### config.mk
export PLATFORM = sky130hd
export DESIGN_NAME = bcd_seq_state_fsm
export DESIGN_NICKNAME = d
export VERILOG_FILES = /design/src/rtl/bcd_seq_state_fsm.sv
export SDC_FILE = /design/constraint.sdc
export NUM_CORES = 1
export LEC_CHECK = 0
export ABC_AREA = 0
export CAP_MARGIN = 5
export CORE_UTILIZATION = 44
export CTS_CLUSTER_SIZE = 25
export DETAILED_ROUTE_END_ITERATION = 7
export PLACE_DENSITY = 0.74
export REMOVE_ABC_BUFFERS = 1
export SYNTH_ARGS = -nofsm -noshare
export SYNTH_HDL_FRONTEND = slang
export SYNTH_SLANG_ARGS = --single-unit
### constraint.sdc
create_clock -name clk_i -period 1.46 [get_ports clk_i]
set_input_delay 0.219 -clock clk_i [delete_from_list [all_inputs] [get_ports clk_i]]
set_output_delay 0.219 -clock clk_i [all_outputs]
set_load 0.005 [all_outputs]
### src/rtl/bcd_seq_state_fsm.sv
// ============================================================================
// Module      : bcd_seq_state_fsm
// Description : State register and next-state logic for the D0,D1,D2,9 BCD
//               sequence detector, with invalid-cycle gating, idle timeout
//               and a saturating detection counter.
// Revision    : 1.0 - initial release
// ============================================================================
`default_nettype none

module bcd_seq_state_fsm #(
    parameter logic [3:0] D0      = 4'd2,
    parameter logic [3:0] D1      = 4'd0,
    parameter logic [3:0] D2      = 4'd1,
    parameter int         TIMEOUT = 16,
    parameter int         CNT_W   = 8
) (
    input  logic             clk_i,
    input  logic             rst_i,
    input  logic [3:0]       data_i,
    input  logic             data_valid_i,
    output logic [1:0]       CurrentState_o,
    output logic [3:0]       data_o,
    output logic [CNT_W-1:0] match_count_o,
    output logic             timeout_o
);

    typedef enum logic [1:0] {
        S0 = 2'b00,
        S1 = 2'b01,
        S2 = 2'b10,
        S3 = 2'b11
    } state_t;

    localparam int               IDLE_W     = 8;
    localparam logic [IDLE_W-1:0] C_IDLE_LAST = IDLE_W'(TIMEOUT - 1);
    localparam logic [CNT_W-1:0]  C_CNT_MAX   = '1;
    localparam logic [3:0]        C_NINE      = 4'd9;
    localparam logic [3:0]        C_GAP_DIGIT = 4'd15;

    state_t              state_q, state_d;
    logic [IDLE_W-1:0]   idle_q, idle_d;
    logic [CNT_W-1:0]    count_q, count_d;
    logic                timeout_q, timeout_d;

    state_t              w_fallback;
    logic                w_detect;

    // Gap cycles present 15, which the downstream 9-decode can never match.
    assign data_o         = data_valid_i ? data_i : C_GAP_DIGIT;
    assign CurrentState_o = state_q;
    assign match_count_o  = count_q;
    assign timeout_o      = timeout_q;

    assign w_fallback = (data_i == D0) ? S1 : S0;
    assign w_detect   = data_valid_i && (state_q == S3) && (data_i == C_NINE);

    always_comb begin
        state_d   = state_q;
        idle_d    = idle_q;
        count_d   = count_q;
        timeout_d = 1'b0;

        if (data_valid_i) begin
            idle_d = '0;
            if (data_i > C_NINE) begin
                state_d = S0;
            end else begin
                case (state_q)
                    S0:      state_d = (data_i == D0) ? S1 : S0;
                    S1:      state_d = (data_i == D1) ? S2 : w_fallback;
                    S2:      state_d = (data_i == D2) ? S3 : w_fallback;
                    default: state_d = w_fallback;
                endcase
            end
        end else if (state_q == S0) begin
            idle_d = '0;
        end else if (idle_q == C_IDLE_LAST) begin
            state_d   = S0;
            idle_d    = '0;
            timeout_d = 1'b1;
        end else begin
            idle_d = idle_q + 1'b1;
        end

        if (w_detect && (count_q != C_CNT_MAX)) begin
            count_d = count_q + 1'b1;
        end
    end

    always_ff @(posedge clk_i) begin
        if (rst_i) begin
            state_q   <= S0;
            idle_q    <= '0;
            count_q   <= '0;
            timeout_q <= 1'b0;
        end else begin
            state_q   <= state_d;
            idle_q    <= idle_d;
            count_q   <= count_d;
            timeout_q <= timeout_d;
        end
    end

endmodule

`default_nettype wire

### Yosys cells after proc, flatten, opt, wreduce, memory -nomap -nowiden

Index checks and enable logic that the tools add are counted.

* shift operators: 0
* magnitude comparators: 1
* $mul: 0
* reduce and logical (&&, ||, !) cells: 9
* equal/unequal tests: 9
* divide/modulo/power cells: 0
* add/sub/neg operators: 2
* bitwise gates (word level): 0
* muxes and demuxes: 10

Operators by type and width (count)
* 8-bit by 1-bit adder with 8-bit output, second input constant: 2
* 2-bit 2-to-1 mux: 6
* 8-bit by 4-bit equality test with 1-bit output, second input constant: 1
* 8-bit inequality test, second input constant: 1
* 2-bit equality test, second input constant: 2
* 4-bit by 1-bit equality test with 1-bit output, second input constant: 1
* 4-bit by 2-bit equality test with 1-bit output, second input constant: 1
* 4-bit equality test, second input constant: 1
* 4-bit greater-than comparator, second input constant: 1
* 4-bit zero test: 1
* 4-bit 2-to-1 mux: 1
* 2-bit one-hot mux with 2 select lines: 1
* 4-bit OR reduction: 1
* 1-bit logical AND: 3
* 3-bit OR reduction: 1
* 2-bit by 1-bit equality test with 1-bit output, second input constant: 1
* 2-bit zero test: 1
* 1-bit 2-to-1 mux: 2
* 2-bit inequality test, second input constant: 1
* 2-bit AND reduction: 1
* 2-bit nonzero test: 1

* register bits after elaboration: 19
* ROM bits: 0
* bits in writable memories: 0
* bits in latches: 0
* memories kept: 0
* output and inout bits: 15

### Logic depth before layout (Yosys ltp)

* depth after elaboration: 6
* gate-level depth with buffers: 6
* gate-level depth less buffers: 6

### Worst setup path before layout

No wires, ideal clock.

* path type: register to register
* start: reg state_q[0] (netlist: CurrentState_o[0])
* end: reg state_q[0] (netlist: CurrentState_o[0])
* slack: -0.169 ns
* arrival: 1.512 ns
* cell stages (with the launch flop): 7
* data required time: 1.343 ns
* path buffers: 0
* path through: dfxtp_1 -> inv_1 -> ha_1 -> and2b_1 -> mux2_2 -> a32o_1 -> a22o_1

* longest elaborated chain between the ends: 4
* elaborated cells between the ends (all ways): 8
* classes of those cells: eq/ne (3); mux (3); reduce/logical (2)

RTL lines
* from (decl): RTL line 40 `state_t state_q, state_d;`
* from (signal assigned): RTL line 97 `state_q <= state_d;`
* 2-bit equality test / 2-bit by 1-bit equality test with 1-bit output (equally long branches): RTL line 68 `case (state_q)`
* 2-bit one-hot mux with 2 select lines: RTL line 68
* 2-bit 2-to-1 mux: RTL line 65 `if (data_i > C_NINE) begin`
* 2-bit 2-to-1 mux: RTL line 63 `if (data_valid_i) begin`

Several ways; a longest one is shown, not always the timed one.
A chain may end at the register's enable or synchronous reset.

### Final worst setup path

* start: reg state_q[0] (netlist: CurrentState_o[0])
* end: reg count_q[3] (netlist: match_count_o[3])

* longest elaborated chain between the ends: 4

RTL lines
* 2-bit equality test: RTL line 55 `assign w_detect = data_valid_i && (state_q == S3) && (data_i == C_NINE);`
* 1-bit logical AND (2 in a row): RTL line 55
* 1-bit logical AND: RTL line 85 `if (w_detect && (count_q != C_CNT_MAX)) begin`
* to (signal assigned): RTL line 99 `count_q <= count_d;`
* to (decl): RTL line 42 `logic [CNT_W-1:0] count_q, count_d;`

Every way passes these cells.

==> impl_metrics.toml <==
[final_layout]
final_cell_area_mm2 = 0.00150
multi_input_area_um2 = 633
seqCellArea_um2 = 395
final_cell_mix = "26 x buf_4, 15 x nor2_1, 12 x dlygate4sd2_1"
layout-drive-gt1-share = 0.382
final_common_cell = "buf_4"
fill_cells = 150
fin_nets = 171
syn_to_final_growth_pct = 54.2
antenna_cells = 0

[yosys]
synth_area_um2 = 973
ys.flop_type = "dfxtp_1"
synth_edf_count = 0
ys_seq_area_frac = 0.391
syn_avg_cell_area_um2 = 9.10
yosys_warnings = 0
ys_types = 34
ys_seq_elements = 19
ys_async_sr_fraction = 0
syn_inst = 107
synthTopCellsByArea = "dfxtp_1 39%, ha_1 7.7%, nor2_1 5.8%"
synth.top_cell.area_share = 0.391
synth_top_area_cell = "dfxtp_1"

[hold_path]
hold_class = "input pin to flip-flop"

[clock_tree]
path_clk_slew_ps = 120
h-tree-depth = 1
cts_max_path_buffers = 2
cts_root_buf = "clkbuf_4"
cts.sinks = 19
numCtsBuffers = 3
clkLatencyLatePin_ps = 300
cts_tree = "yes"

[timing]
hold_viol = 0
postLayoutSetupSlackWorst_ps = -107
skew_ps = 7.79
rsz0062_at_grt = "yes"
fmax_mhz = 638
setup_tns_ps = -348
relSlewSlack = 0.791
finalCritPeriodShare = 1.07
setup_viol = 4
worstMarginPinSlew_ps = 310
period_needed_ps = 1570
maxSlewViolCount = 0

[floorplan]
ios = 22
initial_core_util = 0.481
die_h_um = 49.0
die_x_um = 49.0
fp-row-count = 16
die-area_mm2 = 0.00240
core-area_mm2 = 0.00202

[route]
drt_pass1_iterations = 4
viasPerCell = 5.22
drt_iter0_drc = 10
routed_wl_um = 2420
ant_nets = 0
avgRoutedWirePerCell_um = 13.1
via_count = 961
remaining_drc_errors = 0

[job]
drv_cap = 0

[worst_setup_path]
worstPathArrival_ps = 1800
crit_buf_inv = 0
critPathMaxStageDelay_ps = 510
worstPathCellList = "ha_2 > and4b_4 > nand2_1 > or4_4 > a21oi_2"
critPathLaunchType = "flip-flop"
critPathCaptureType = "flip-flop"
cp_max_fo = 3
critical_path_class = "flip-flop to flip-flop"
crit_required_ps = 1700
slowest_stage = "or4_4"
critPathTopFamily = "simple AND/OR/NAND/NOR gates"

[grt]
grt_pass1_wl_um = 3910
track_usage = 0.209
grt_remaining_overflow = 0
antenna_found_initial = 0
grt_max_degree = 12
grt_pass1_vias = 912

[placed_design]
port-buffer-count = 21
dp_hpwl_um = 1800
gp_congestion = 0.848
dpl_cell_area_mm2 = 0.00137

[outcome]
violations = "negative setup slack"
status = "finished, violations left"

[power]
leakagePower_nw = 0.615
peakVddDrop_mv = 0.351
power.density_mw_per_mm2 = 574
## Yosys cell counts (3+ instances only)
cell,n
inv_1,4
nor4_1,3
nand2b_1,4
xnor2_1,3
dfxtp_1,19
nor2_1,15
xor2_1,5
nand2_1,7
a21oi_1,3
ha_1,6
nand3_1,6
## worst paths after layout
path / startpoint / endpoint / slack [ps] / cells past startpoint
worst min register to register: idle_q[0] / idle_q[0] / 480 / 1
worst max register to register: CurrentState_o[0] / match_count_o[3] / -110 / 5
worst max-delay path: CurrentState_o[0] / match_count_o[3] / -110 / 5
worst min-delay path: data_valid_i / idle_q[6] / 460 / 5
## cell families (layout without fill, tap and decap cells)
group / Yosys count / count (layout) / share of synthesized area
buffers and inverters: 6 / 56 / 0.0321
adder cells (fa/ha/maj): 6 / 6 / 0.0771
AO/OA/AOI/OAI: 14 / 14 / 0.108
AND/OR/NAND/NOR: 50 / 50 / 0.276
multiplexers: 4 / 4 / 0.0437
XOR/XNOR: 8 / 8 / 0.0720
flip-flops: 19 / 19 / 0.391
## state kept, by name (all words and copies together), names as in the netlist
signal          cells
CurrentState_o      2
timeout_o           1
match_count_o       8
idle_q              8
## repair_timing
action,in CTS,in global routing
hold buffers,0,0
gates resized for setup,22,18
endpoints found under the setup margin,25,17
pin swaps,0,10
endpoints found under the hold margin,0,0
setup buffers,1,3
## metrics by stage
step / cells / utilization / hold slack [ps] / setup slack (ps) / power (W)
2_1_floorplan: 106 / - / 288 / -169 / 0.000551
3_3_place_gp: 176 / 0.678 / 442 / -325 / 0.000604
3_5_place_dp: 176 / 0.678 / 447 / -351 / 0.000605
4_1_cts: 181 / 0.695 / 475 / -177 / 0.000862
5_1_grt: 184 / 0.743 / 503 / -159 / 0.000895
6_report: 184 / 0.743 / 463 / -107 / 0.000862
## power breakdown
| part | internal (W) | switching [W] |
|---|---|---|
| sequential | 0.000517 | 0.000000480 |
| combinational | 0.0000423 | 0.0000295 |
| clock | 0.000102 | 0.000171 |
| total | 0.000661 | 0.000201 |
## worst min-delay path: cells and delay by family
family,cells,cell delay [ps]
simple gates,2,160
buf+inv,3,360
## cell type report
cell class,instances,share of cell area
Multi-Input combinational cell,82,0.422
Sequential cell,19,0.263
Timing Repair Buffer,47,0.262
Tap cell,27,0.0225
Clock buffer,3,0.0150
Inverter,5,0.0125
Clock inverter,1,0.00333
## per-layer routing
layer / wire length, um / vias up / GRT usage
li1: - / 484 / -
met1: 1090 / 459 / 0.258
met2: 1260 / 16 / 0.375
met3: 61 / 2 / 0.0280
met4: 14 / 0 / 0.0588
met5: 0 / - / 0
Note: power is estimated with default switching activity, not from simulation.
